`src/rtl/pipe_ctrl_if.sv`:
```
// Pipeline <-> stall/flush controller bundle.
// Master is the pipeline side, slave is pipe_ctrl.
interface pipe_ctrl_if #(
    parameter int CNT_W = 32
);
    logic             stallreq_if_i;
    logic             stallreq_id_i;
    logic             stallreq_ex_i;
    logic             stallreq_mem_i;
    logic             exc_req_i;
    logic             eret_i;
    logic [31:0]      epc_i;
    logic [5:0]       stall_o;
    logic             flush_o;
    logic [31:0]      new_pc_o;
    logic             div_cancel_o;
    logic             timeout_o;
    logic [CNT_W-1:0] stall_cnt_o;

    modport master (
        output stallreq_if_i, stallreq_id_i, stallreq_ex_i, stallreq_mem_i,
        output exc_req_i, eret_i, epc_i,
        input  stall_o, flush_o, new_pc_o, div_cancel_o,
        input  timeout_o, stall_cnt_o
    );

    modport slave (
        input  stallreq_if_i, stallreq_id_i, stallreq_ex_i, stallreq_mem_i,
        input  exc_req_i, eret_i, epc_i,
        output stall_o, flush_o, new_pc_o, div_cancel_o,
        output timeout_o, stall_cnt_o
    );
endinterface

```
`src/rtl/pipe_ctrl.sv`:
```
// Stall/flush controller for the 5-stage pipeline.
// Zero-latency flush, post-flush mask, watchdog, stall counter.
module pipe_ctrl #(
    parameter logic [31:0] EXC_BASE      = 32'h0000_0180,
    parameter int          MASK_CYCLES   = 3,
    parameter int          STALL_TIMEOUT = 1024,
    parameter int          CNT_W         = 32
) (
    input logic         clk,
    input logic         rst,
    pipe_ctrl_if.slave  bus
);
    localparam int WD_W = (STALL_TIMEOUT < 2) ? 1
                        : $clog2(STALL_TIMEOUT + 1);
    localparam logic [WD_W-1:0] WD_LAST =
        WD_W'((STALL_TIMEOUT > 0) ? STALL_TIMEOUT - 1 : 0);
    localparam logic [3:0] MASK_LOAD = 4'(MASK_CYCLES);

    typedef enum logic [0:0] {
        RUN,
        MASK
    } state_t;

    state_t           state;
    logic [3:0]       mask_cnt;
    logic [WD_W-1:0]  wd_cnt;
    logic [CNT_W-1:0] stall_cnt;
    logic             timeout;
    logic             flush;
    logic [5:0]       stall;
    logic [31:0]      new_pc;
    logic             stalled;

    // Flush fires in the same cycle as the request, only while unmasked.
    always_comb begin
        flush = (bus.exc_req_i | bus.eret_i) & (state == RUN) & ~rst;
    end

    // Redirect target: exception beats ERET when both arrive together.
    always_comb begin
        new_pc = 32'h0;
        if (!rst) begin
            if (bus.exc_req_i) begin
                new_pc = EXC_BASE;
            end else if (bus.eret_i) begin
                new_pc = bus.epc_i;
            end
        end
    end

    // Stall vector: the deepest requesting stage freezes everything before it.
    always_comb begin
        stall = 6'b000000;
        if (!rst && !flush) begin
            priority case (1'b1)
                bus.stallreq_mem_i: stall = 6'b011111;
                bus.stallreq_ex_i:  stall = 6'b001111;
                bus.stallreq_id_i:  stall = 6'b000111;
                bus.stallreq_if_i:  stall = 6'b000011;
                default:            stall = 6'b000000;
            endcase
        end
    end

    assign stalled = |stall;

    // Mode FSM, mask countdown, watchdog and saturating stall counter.
    always_ff @(posedge clk) begin
        if (rst) begin
            state     <= RUN;
            mask_cnt  <= 4'd0;
            wd_cnt    <= '0;
            stall_cnt <= '0;
            timeout   <= 1'b0;
        end else begin
            timeout <= 1'b0;

            if (stalled && stall_cnt != '1) begin
                stall_cnt <= stall_cnt + CNT_W'(1);
            end

            unique case (state)
                RUN: begin
                    if (flush) begin
                        state    <= MASK;
                        mask_cnt <= MASK_LOAD;
                    end
                end
                MASK: begin
                    if (mask_cnt <= 4'd1) begin
                        state    <= RUN;
                        mask_cnt <= 4'd0;
                    end else begin
                        mask_cnt <= mask_cnt - 4'd1;
                    end
                end
            endcase

            // A flush cycle never stalls, so it clears the watchdog here too.
            if (!stalled || STALL_TIMEOUT == 0) begin
                wd_cnt <= '0;
            end else if (wd_cnt == WD_LAST) begin
                wd_cnt  <= '0;
                timeout <= 1'b1;
            end else begin
                wd_cnt <= wd_cnt + WD_W'(1);
            end
        end
    end

    assign bus.stall_o      = stall;
    assign bus.flush_o      = flush;
    assign bus.new_pc_o     = new_pc;
    assign bus.div_cancel_o = flush;
    assign bus.timeout_o    = timeout;
    assign bus.stall_cnt_o  = stall_cnt;

endmodule

```
`src/flat_wrapper.sv`:
```
// flat-port wrapper written by rule: the top's interface ports become plain ports
module pipe_ctrl_flat 
#(
    parameter logic [31:0] EXC_BASE      = 32'h0000_0180,
    parameter int          MASK_CYCLES   = 3,
    parameter int          STALL_TIMEOUT = 1024,
    parameter int          CNT_W         = 32
)
  (clk, rst, bus_stallreq_if_i, bus_stallreq_id_i, bus_stallreq_ex_i, bus_stallreq_mem_i, bus_exc_req_i, bus_eret_i, bus_epc_i, bus_stall_o, bus_flush_o, bus_new_pc_o, bus_div_cancel_o, bus_timeout_o, bus_stall_cnt_o);
  pipe_ctrl_if #(.CNT_W(CNT_W)) bus_i ();
  input logic clk;
  input logic rst;
  input wire logic [$bits(bus_i.stallreq_if_i)-1:0] bus_stallreq_if_i;
  input wire logic [$bits(bus_i.stallreq_id_i)-1:0] bus_stallreq_id_i;
  input wire logic [$bits(bus_i.stallreq_ex_i)-1:0] bus_stallreq_ex_i;
  input wire logic [$bits(bus_i.stallreq_mem_i)-1:0] bus_stallreq_mem_i;
  input wire logic [$bits(bus_i.exc_req_i)-1:0] bus_exc_req_i;
  input wire logic [$bits(bus_i.eret_i)-1:0] bus_eret_i;
  input wire logic [$bits(bus_i.epc_i)-1:0] bus_epc_i;
  output wire logic [$bits(bus_i.stall_o)-1:0] bus_stall_o;
  output wire logic [$bits(bus_i.flush_o)-1:0] bus_flush_o;
  output wire logic [$bits(bus_i.new_pc_o)-1:0] bus_new_pc_o;
  output wire logic [$bits(bus_i.div_cancel_o)-1:0] bus_div_cancel_o;
  output wire logic [$bits(bus_i.timeout_o)-1:0] bus_timeout_o;
  output wire logic [$bits(bus_i.stall_cnt_o)-1:0] bus_stall_cnt_o;
  assign bus_i.stallreq_if_i = bus_stallreq_if_i;
  assign bus_i.stallreq_id_i = bus_stallreq_id_i;
  assign bus_i.stallreq_ex_i = bus_stallreq_ex_i;
  assign bus_i.stallreq_mem_i = bus_stallreq_mem_i;
  assign bus_i.exc_req_i = bus_exc_req_i;
  assign bus_i.eret_i = bus_eret_i;
  assign bus_i.epc_i = bus_epc_i;
  assign bus_stall_o = bus_i.stall_o;
  assign bus_flush_o = bus_i.flush_o;
  assign bus_new_pc_o = bus_i.new_pc_o;
  assign bus_div_cancel_o = bus_i.div_cancel_o;
  assign bus_timeout_o = bus_i.timeout_o;
  assign bus_stall_cnt_o = bus_i.stall_cnt_o;
  pipe_ctrl #(.EXC_BASE(EXC_BASE), .MASK_CYCLES(MASK_CYCLES), .STALL_TIMEOUT(STALL_TIMEOUT), .CNT_W(CNT_W)) u_core (.clk(clk), .rst(rst), .bus(bus_i));
endmodule
```
`config.mk`:
```
export PLATFORM = sky130hd
export DESIGN_NAME = pipe_ctrl_flat
export DESIGN_NICKNAME = d
export VERILOG_FILES = /design/src/rtl/pipe_ctrl_if.sv /design/src/rtl/pipe_ctrl.sv /design/src/flat_wrapper.sv
export SDC_FILE = /design/constraint.sdc
export NUM_CORES = 1
export LEC_CHECK = 0
export CORE_MARGIN = 2
export CORE_UTILIZATION = 35
export DETAILED_ROUTE_END_ITERATION = 7
export PLACE_DENSITY = 0.75
export SLEW_MARGIN = 15
export SYNTH_ARGS = -nofsm -noshare
export SYNTH_HDL_FRONTEND = slang
export SYNTH_SLANG_ARGS = --single-unit
```
`constraint.sdc`:
```
create_clock -name clk -period 2.2 [get_ports clk]
set_input_delay 0.44 -clock clk [delete_from_list [all_inputs] [get_ports clk]]
set_output_delay 0.44 -clock clk [all_outputs]
set_load 0.02 [all_outputs]
```
==> results of run 1 <==
-- area by class of cell --
class,instances,area share (%)
clock buffer,8,1.865
inverter,8,0.6995
multi-input combinational,263,39.14
sequential,49,22.88
tap,102,2.973
timing repair buffer,152,32.44
-- per-layer routing --
metal  global-route usage, %  vias up  wire, µm
met1                   22.88     1442      3468
met5                       0        -         0
met4                   5.348        0       106
met3                   4.108       10       435
li1                        -     1544         -
met2                   33.15      111      4030
-- layout by cell type, fill, tap and decap left out, drive strengths merged, types with 2 or more instances in the layout --
cell type       n
a211oi          2
a21oi          29
and2           34
and3            6
and4            6
buf            43
clkbuf          8
clkdlybuf4s50  67
dfxtp          49
dlygate4sd2    41
ha              4
inv             7
mux2            2
nand2          18
nand3          20
nand4          17
nor2           23
nor2b           3
nor3           11
nor3b           2
nor4            6
o21a            3
o21ai          12
o311ai          3
o31ai          16
o41ai           2
or3             9
or4            18
xnor2           3
xor2            5
-- cells in the mapped netlist, types with 4 or more instances --
master / count / area [µm²]
and4_1: 6 / 52.55
o21ai_0: 11 / 55.05
and2_1: 34 / 212.7
or4_1: 17 / 127.6
or3_1: 8 / 50.05
nand2_1: 18 / 67.56
and3_1: 6 / 37.54
nand4_1: 17 / 106.4
nor2_1: 23 / 86.33
nor4_1: 6 / 37.54
nor3_1: 11 / 55.05
o31ai_1: 16 / 120.1
clkbuf_1: 13 / 48.80
ha_1: 4 / 50.05
nand3_1: 20 / 100.1
dfxtp_1: 49 / 980.9
inv_1: 7 / 26.28
a21oi_1: 29 / 145.1
xor2_1: 5 / 43.79
-- final timing paths --
| check | depth (start not counted) | endpoint | slack (ns) |
|---|---|---|---|
| max | 4 | bus_new_pc_o[7] | 0.05 |
| min | 1 | u_core.wd_cnt[0] | 0.47 |
| max reg2reg | 5 | u_core.bus.stall_cnt_o[22] | 0.14 |
| min reg2reg | 1 | u_core.wd_cnt[0] | 0.47 |
-- sequential cells by signal, summed over array words and instances (netlist names) --
register                flops
u_core.bus.stall_cnt_o     32
u_core.bus.timeout_o        1
u_core.mask_cnt             4
u_core.state                1
u_core.wd_cnt              11
-- metrics by stage --
step / hold slack, ns / power (W) / area, µm²
floorplan: 0.4155 / 0.001084 / 2731
global placement: 0.4463 / 0.001263 / 4218
detailed placement: 0.4611 / 0.001267 / 4218
CTS: 0.4847 / 0.001749 / 4272
global route: 0.5108 / 0.001826 / 4293
finish: 0.4733 / 0.001741 / 4293
-- worst reg2reg max path, delay by kind of cell (launching register included) --
family / cells / cell delay (ns)
AOI/OAI and AO/OA: 1 / 0.16
DFF: 1 / 0.40
and+or+nand+nor: 4 / 1.45
-- cells by family (layout without fill, tap and decap cells) --
logic type	after synthesis	count (layout)	share of synthesized area, %
flops	49	49	36.00
simple gates	177	177	37.74
compound gates	71	71	16.44
xor+xnor	8	8	2.571
mux	2	2	0.8264
other cells	1	1	0.1376
buf+inv	28	168	4.453
fa+ha+maj	4	4	1.837
-- repair_timing --
action	in CTS	in global routing
resized for setup	57	5
endpoints found under the hold margin	0	0
gates cloned	0	0
setup buffers	0	1
pin swaps	4	0
setup endpoints to repair	57	7
-- power by group through the flow --
stage          Combinational, W  Sequential (W)  Clock (W)
2_1_floorplan          0.000147        0.000937          0
3_3_place_gp           0.000332        0.000931          0
3_5_place_dp           0.000335        0.000932          0
4_1_cts                0.000319        0.000911   0.000518
5_1_grt                0.000345        0.000913   0.000568
6_report               0.000317        0.000912   0.000513
==> results_tabular.tex, run 1 <==
\begin{tabular}{lr}
\hline
Metric & Value \\
\hline
\multicolumn{2}{l}{\textbf{Run status}} \\
Run status & completed \\
\multicolumn{2}{l}{\textbf{Global routing}} \\
Initial antenna violation count & 0 \\
Total grt overflow & 0 \\
Overall global routing resource usage & 18.77\% \\
Maximum number of pins on one net before global-route repair & 32 \\
First-pass GRT wire length & 13.30 mm \\
Vias in the first global route & 3034 \\
\multicolumn{2}{l}{\textbf{Power}} \\
Sequential share of power & 52.3\% \\
Net switching share of the total power & 26.14\% \\
Internal cell power & 0.001286 W \\
Portion of total power attributed to the clock network & 29.4\% \\
Total leakage power & 1.669 nW \\
Pwr/cell area & 405.6 mW/mm² \\
Share of power burned in combinational logic & a little under a fifth \\
Worst vdd rail ir drop & 0.2415 mV \\
Net switching power & about 0.00046 W \\
\multicolumn{2}{l}{\textbf{Timing}} \\
Unrepaired setup endpoints after global routing & false \\
Fin crit share & 97.81\% \\
Worst clock skew & 0.008900 ns \\
Headroom to the max-slew limit & $\sim$60\% \\
Final hold violation count & 0 \\
Max frequency & $\sim$0.46 GHz \\
Setup TNS & 0 ns \\
Fin. max-slew vios & 0 \\
Final number of setup-violating endpoints & 0 \\
Final WS setup & 0.04812 ns \\
Minimum clock period & about 2.2 ns \\
Worst-Margin Slew & 0.5732 ns \\
\multicolumn{2}{l}{\textbf{Clocking}} \\
Worst skew pair latency & 0.30 ns \\
Clock sink count & 49 \\
Depth of the CTS H-tree & 2 \\
Clock Tree Root & clkbuf\_8 \\
Number of buffers created by CTS & 5 \\
TritonCTS clock tree & yes \\
Number of hold-repair buffers added at the cts stage & 0 \\
Deepest clock path buffer count & 2 \\
Clock-pin transition on the worst setup and hold timing paths & 0.08 ns \\
\multicolumn{2}{l}{\textbf{Floorplan}} \\
Total I/O pin count & 113 \\
Full die area & 0.008508 mm² \\
Chip Width & 92.24 µm \\
Initial Util & 35.63\% \\
Chip height & 92.24 µm \\
Core Area & between 0.007 and 0.008 mm² \\
Rows & 32 \\
\multicolumn{2}{l}{\textbf{Logic synthesis}} \\
Net count after synthesis & 384 \\
Avg Cell Area, Syn & 8.015 µm² \\
Commonest register cell after synthesis & dfxtp\_1 \\
Combined area of all synthesized cells & around 0.0027 mm² \\
Flip-flop and latch count after synthesis & between 40 and 50 \\
Warnings, synthesis & 0 \\
Sequential cell area fraction in the yosys report & between 30\% and 40\% \\
Unique cell type count in the Yosys netlist & between 40 and 50 \\
Number of enable-type register cells in the synthesized netlist & 0 \\
Cells after synthesis & between 300 and 400 \\
Fraction of registers with async set/reset & 0\% \\
\multicolumn{2}{l}{\textbf{Setup path}} \\
Class of the most critical setup path & input port to primary output \\
Count of buffer and inverter cells on the critical path & 3 \\
Library cell contributing the largest single delay on the critical path & clkdlybuf4s50\_1 \\
Req. time, crit path & 1.76 ns \\
Kind of cell adding the most delay to the critical path & buffers and inverters \\
Critical Path Max Stage Delay & between 0.6 and 0.7 ns \\
Arrival @ worst endpoint & 1.71 ns \\
Worst Setup Start Kind & input port \\
Startpoint of the most critical register-to-register path & u\_core.bus.stall\_cnt\_o[5] \\
CP Capture Type & primary output \\
Critical Path Source & rst \\
Critical-path cell list & dlygate4sd2\_1 -> buf\_4 -> nor2\_1 -> clkdlybuf4s50\_1 \\
Worst-path maximum fanout & 10 \\
\multicolumn{2}{l}{\textbf{Placement}} \\
Placement Setup Slack & -0.5073 ns \\
Final weighted congestion of routability-driven global placement & 0.8175 \\
Post-DP HPWL & 6.153 mm \\
Number of input and output port buffers inserted & around 110 \\
Placed cell count & 573 \\
\multicolumn{2}{l}{\textbf{Final layout}} \\
Final \#Nets & 523 \\
Ratio of cells with drive above 1 in the final layout & 13.54\% \\
Number of filler instances in the final layout & between 700 and 800 \\
Final standard cell count with taps included and fillers excluded & 582 \\
Register area & approximately 1000 µm² \\
Diode insertion count for antenna repair & 0 \\
Combined area of the multi-input logic cells & 0.001680 mm² \\
Synth-to-layout area growth & 57.53\% \\
Share of the core filled with cells & a little under three fifths \\
\multicolumn{2}{l}{\textbf{Hold path}} \\
Worst min-delay path class & flip-flop to flip-flop \\
Hold wc startpoint & u\_core.wd\_cnt[0] \\
\multicolumn{2}{l}{\textbf{Routing}} \\
DR vias & 3107 \\
Number of design rule violations left after detail routing & 0 \\
Post-detailed-route count of antenna-violating nets & 0 \\
Total wire length & 8.040 mm \\
Post-detailed-route via-to-cell ratio & 5.338 \\
DRT iter0 DRCs & 168 \\
Routed WL per cell & 13.81 µm \\
Pre-antenna DRT Iters & 4 \\
\multicolumn{2}{l}{\textbf{Flow run}} \\
Max-cap violation count & 0 \\
\hline
\end{tabular}
No activity file was read; power rests on OpenSTA's default activity.
==> run 2: changes to the inputs <==
Settings changed: HOLD_SLACK_MARGIN set to 0.03, SKIP_LAST_GASP set to 1.
==> run 2 against run 1 <==
Against the previous run: die area unchanged; combinational power about the same; wire length about the same; non-clock buffer count unchanged; cell count unchanged; largest power group unchanged.
==> results_tabular.tex, run 2 (synthesis results as in run 1) <==
\begin{tabular}{lr}
\hline
Metric & Value \\
\hline
\multicolumn{2}{l}{\textbf{Setup path}} \\
Class of the most critical setup path & input port to primary output \\
Worst-path maximum fanout & 10 \\
Library cell contributing the largest single delay on the critical path & clkdlybuf4s50\_1 \\
Count of buffer and inverter cells on the critical path & 3 \\
Worst Setup Start Kind & input port \\
Req. time, crit path & 1.76 ns \\
Kind of cell adding the most delay to the critical path & buffers and inverters \\
Reg2reg path depth & 5 \\
CP Capture Type & primary output \\
Critical Path Source & rst \\
Critical register-to-register path endpoint & u\_core.bus.stall\_cnt\_o[22] \\
Critical-path cell list & dlygate4sd2\_1 -> buf\_4 -> nor2\_1 -> clkdlybuf4s50\_1 \\
Arrival @ worst endpoint & 1.71 ns \\
Startpoint of the most critical register-to-register path & u\_core.bus.stall\_cnt\_o[4] \\
Critical Path Max Stage Delay & about 0.61 ns \\
Flop-to-flop setup slack & 0.10 ns \\
\multicolumn{2}{l}{\textbf{Floorplan}} \\
Total I/O pin count & roughly 110 \\
Rows & 32 \\
Core Area & around 0.0076 mm² \\
Initial Util & roughly 36\% \\
Chip height & approximately 92 µm \\
Chip Width & $\sim$90 µm \\
Full die area & 0.008508 mm² \\
\multicolumn{2}{l}{\textbf{Global routing}} \\
Vias in the first global route & 3034 \\
Initial antenna violation count & 0 \\
Overall global routing resource usage & 18.77\% \\
Maximum number of pins on one net before global-route repair & 32 \\
Total grt overflow & 0 \\
First-pass GRT wire length & 13.30 mm \\
\multicolumn{2}{l}{\textbf{Timing}} \\
Final number of setup-violating endpoints & 0 \\
Minimum clock period & between 2 and 2.5 ns \\
Final hold violation count & 0 \\
Headroom to the max-slew limit & between 60\% and 70\% \\
Fin crit share & between 90\% and 100\% \\
Setup TNS & 0 ns \\
Fin. max-slew vios & 0 \\
Unrepaired setup endpoints after global routing & true \\
Worst-Margin Slew & 0.5719 ns \\
Max frequency & $\sim$0.46 GHz \\
Worst clock skew & 0.006518 ns \\
\multicolumn{2}{l}{\textbf{Clocking}} \\
Clock-pin transition on the worst setup and hold timing paths & 0.08 ns \\
Number of buffers created by CTS & 5 \\
Clock sink count & 49 \\
Number of hold-repair buffers added at the cts stage & 0 \\
Clock Tree Root & clkbuf\_8 \\
Depth of the CTS H-tree & 2 \\
Worst skew pair latency & 0.30 ns \\
TritonCTS clock tree & yes \\
Deepest clock path buffer count & 2 \\
\multicolumn{2}{l}{\textbf{Routing}} \\
Routed WL per cell & 13.81 µm \\
Pre-antenna DRT Iters & 4 \\
Number of design rule violations left after detail routing & 0 \\
Post-detailed-route count of antenna-violating nets & 0 \\
DRT iter0 DRCs & 171 \\
Total wire length & 8.037 mm \\
DR vias & 3094 \\
Post-detailed-route via-to-cell ratio & between 5 and 6 \\
\multicolumn{2}{l}{\textbf{Power}} \\
Pwr/cell area & 405.9 mW/mm² \\
Total leakage power & 1.669 nW \\
Overall power of the completed layout & roughly 0.0017 W \\
Worst vdd rail ir drop & 0.2417 mV \\
\multicolumn{2}{l}{\textbf{Final layout}} \\
Final standard cell count with taps included and fillers excluded & 582 \\
Synth-to-layout area growth & 57.25\% \\
Final \#Nets & about 520 \\
Largest register FFs & 32 \\
Most common cell after layout, fill and taps aside & clkdlybuf4s50\_1 \\
Number of filler instances in the final layout & 711 \\
Most used cells in the layout excluding fill and tap cells & 67 x clkdlybuf4s50\_1, 49 x dfxtp\_1, 41 x dlygate4sd2\_1, 38 x buf\_4, 34 x and2\_1 \\
Diode insertion count for antenna repair & 0 \\
Ratio of cells with drive above 1 in the final layout & a little over an eighth \\
\multicolumn{2}{l}{\textbf{Run status}} \\
Run status & completed \\
\multicolumn{2}{l}{\textbf{Hold path}} \\
Worst min-delay path endpoint & u\_core.wd\_cnt[0] \\
Worst min-delay path class & flip-flop to flip-flop \\
Hold wc startpoint & u\_core.wd\_cnt[0] \\
Count of cells along the worst hold path & 1 \\
\multicolumn{2}{l}{\textbf{Placement}} \\
Final weighted congestion of routability-driven global placement & between 0.8 and 0.9 \\
Number of input and output port buffers inserted & around 110 \\
Post-DP HPWL & 6.153 mm \\
Placed cell count & around 570 \\
\multicolumn{2}{l}{\textbf{Flow run}} \\
Max-cap violation count & 0 \\
\hline
\end{tabular}
==> run 2: worst max path at each step <==
stage	to	slack, ns	depth (start not counted)
floorplan	u_core.bus.stall_cnt_o[15]	0.02	6
global placement	bus_stall_o[0]	-0.49	5
detailed placement	bus_stall_o[1]	-0.51	5
CTS	u_core.bus.stall_cnt_o[30]	0.003	6
global route	u_core.bus.stall_cnt_o[29]	-0.04	6
finish	bus_new_pc_o[7]	0.05	4
==> run 2: through the flow <==
| step | util, % | setup WS [ns] | cell area [µm²] | hold WS (ns) |
|---|---|---|---|---|
| final | 56.04 | 0.04811 | 4285 | 0.4733 |
| after global routing | 56.04 | -0.03800 | 4285 | 0.5108 |
| after CTS | 55.86 | 0.003011 | 4272 | 0.4847 |
| after detailed placement | 55.15 | -0.5073 | 4218 | 0.4611 |
| after global placement | 55.15 | -0.4948 | 4218 | 0.4463 |
| after floorplan | - | 0.02055 | 2731 | 0.4155 |
==> run 2: routing by layer <==
layer / GRT usage (%) / vias to the layer above / routed length [µm]
li1: - / 1543 / -
met1: 22.88 / 1424 / 3424
met2: 33.15 / 119 / 4018
met3: 4.108 / 8 / 501
met4: 5.348 / 0 / 93
met5: 0 / - / 0
==> run 2: cell type report <==
class	instances	area, µm²	area share (%)
clock buffers	8	80.08	1.869
inverters	8	30.03	0.7007
multi-input cells	263	1674	39.07
flip-flops and latches	49	980.9	22.89
well taps	102	127.6	2.978
repair buffers	152	1393	32.50
==> run 2: timing repair <==
item	in CTS	in global routing
pin swaps	4	0
setup buffers	0	1
setup endpoints to repair	57	7
resized for setup	57	3
endpoints found under the hold margin	0	0
==> run 2: report_power, final <==
| part | switching [W] | internal [W] | leakage [nW] |
|---|---|---|---|
| registers | 0.0000115 | 0.000900 | 0.396 |
| logic | 0.000157 | 0.000159 | 1.23 |
| clock network | 0.000284 | 0.000227 | 0.0395 |
| total | 0.000453 | 0.00129 | 1.67 |
==> run 2: worst register-to-register path: cells and delay by family (launching register included) <==
family / cells / cell delay (ns)
flip-flops: 1 / 0.43
AND/OR/NAND/NOR: 4 / 1.46
AO/OA/AOI/OAI: 1 / 0.16
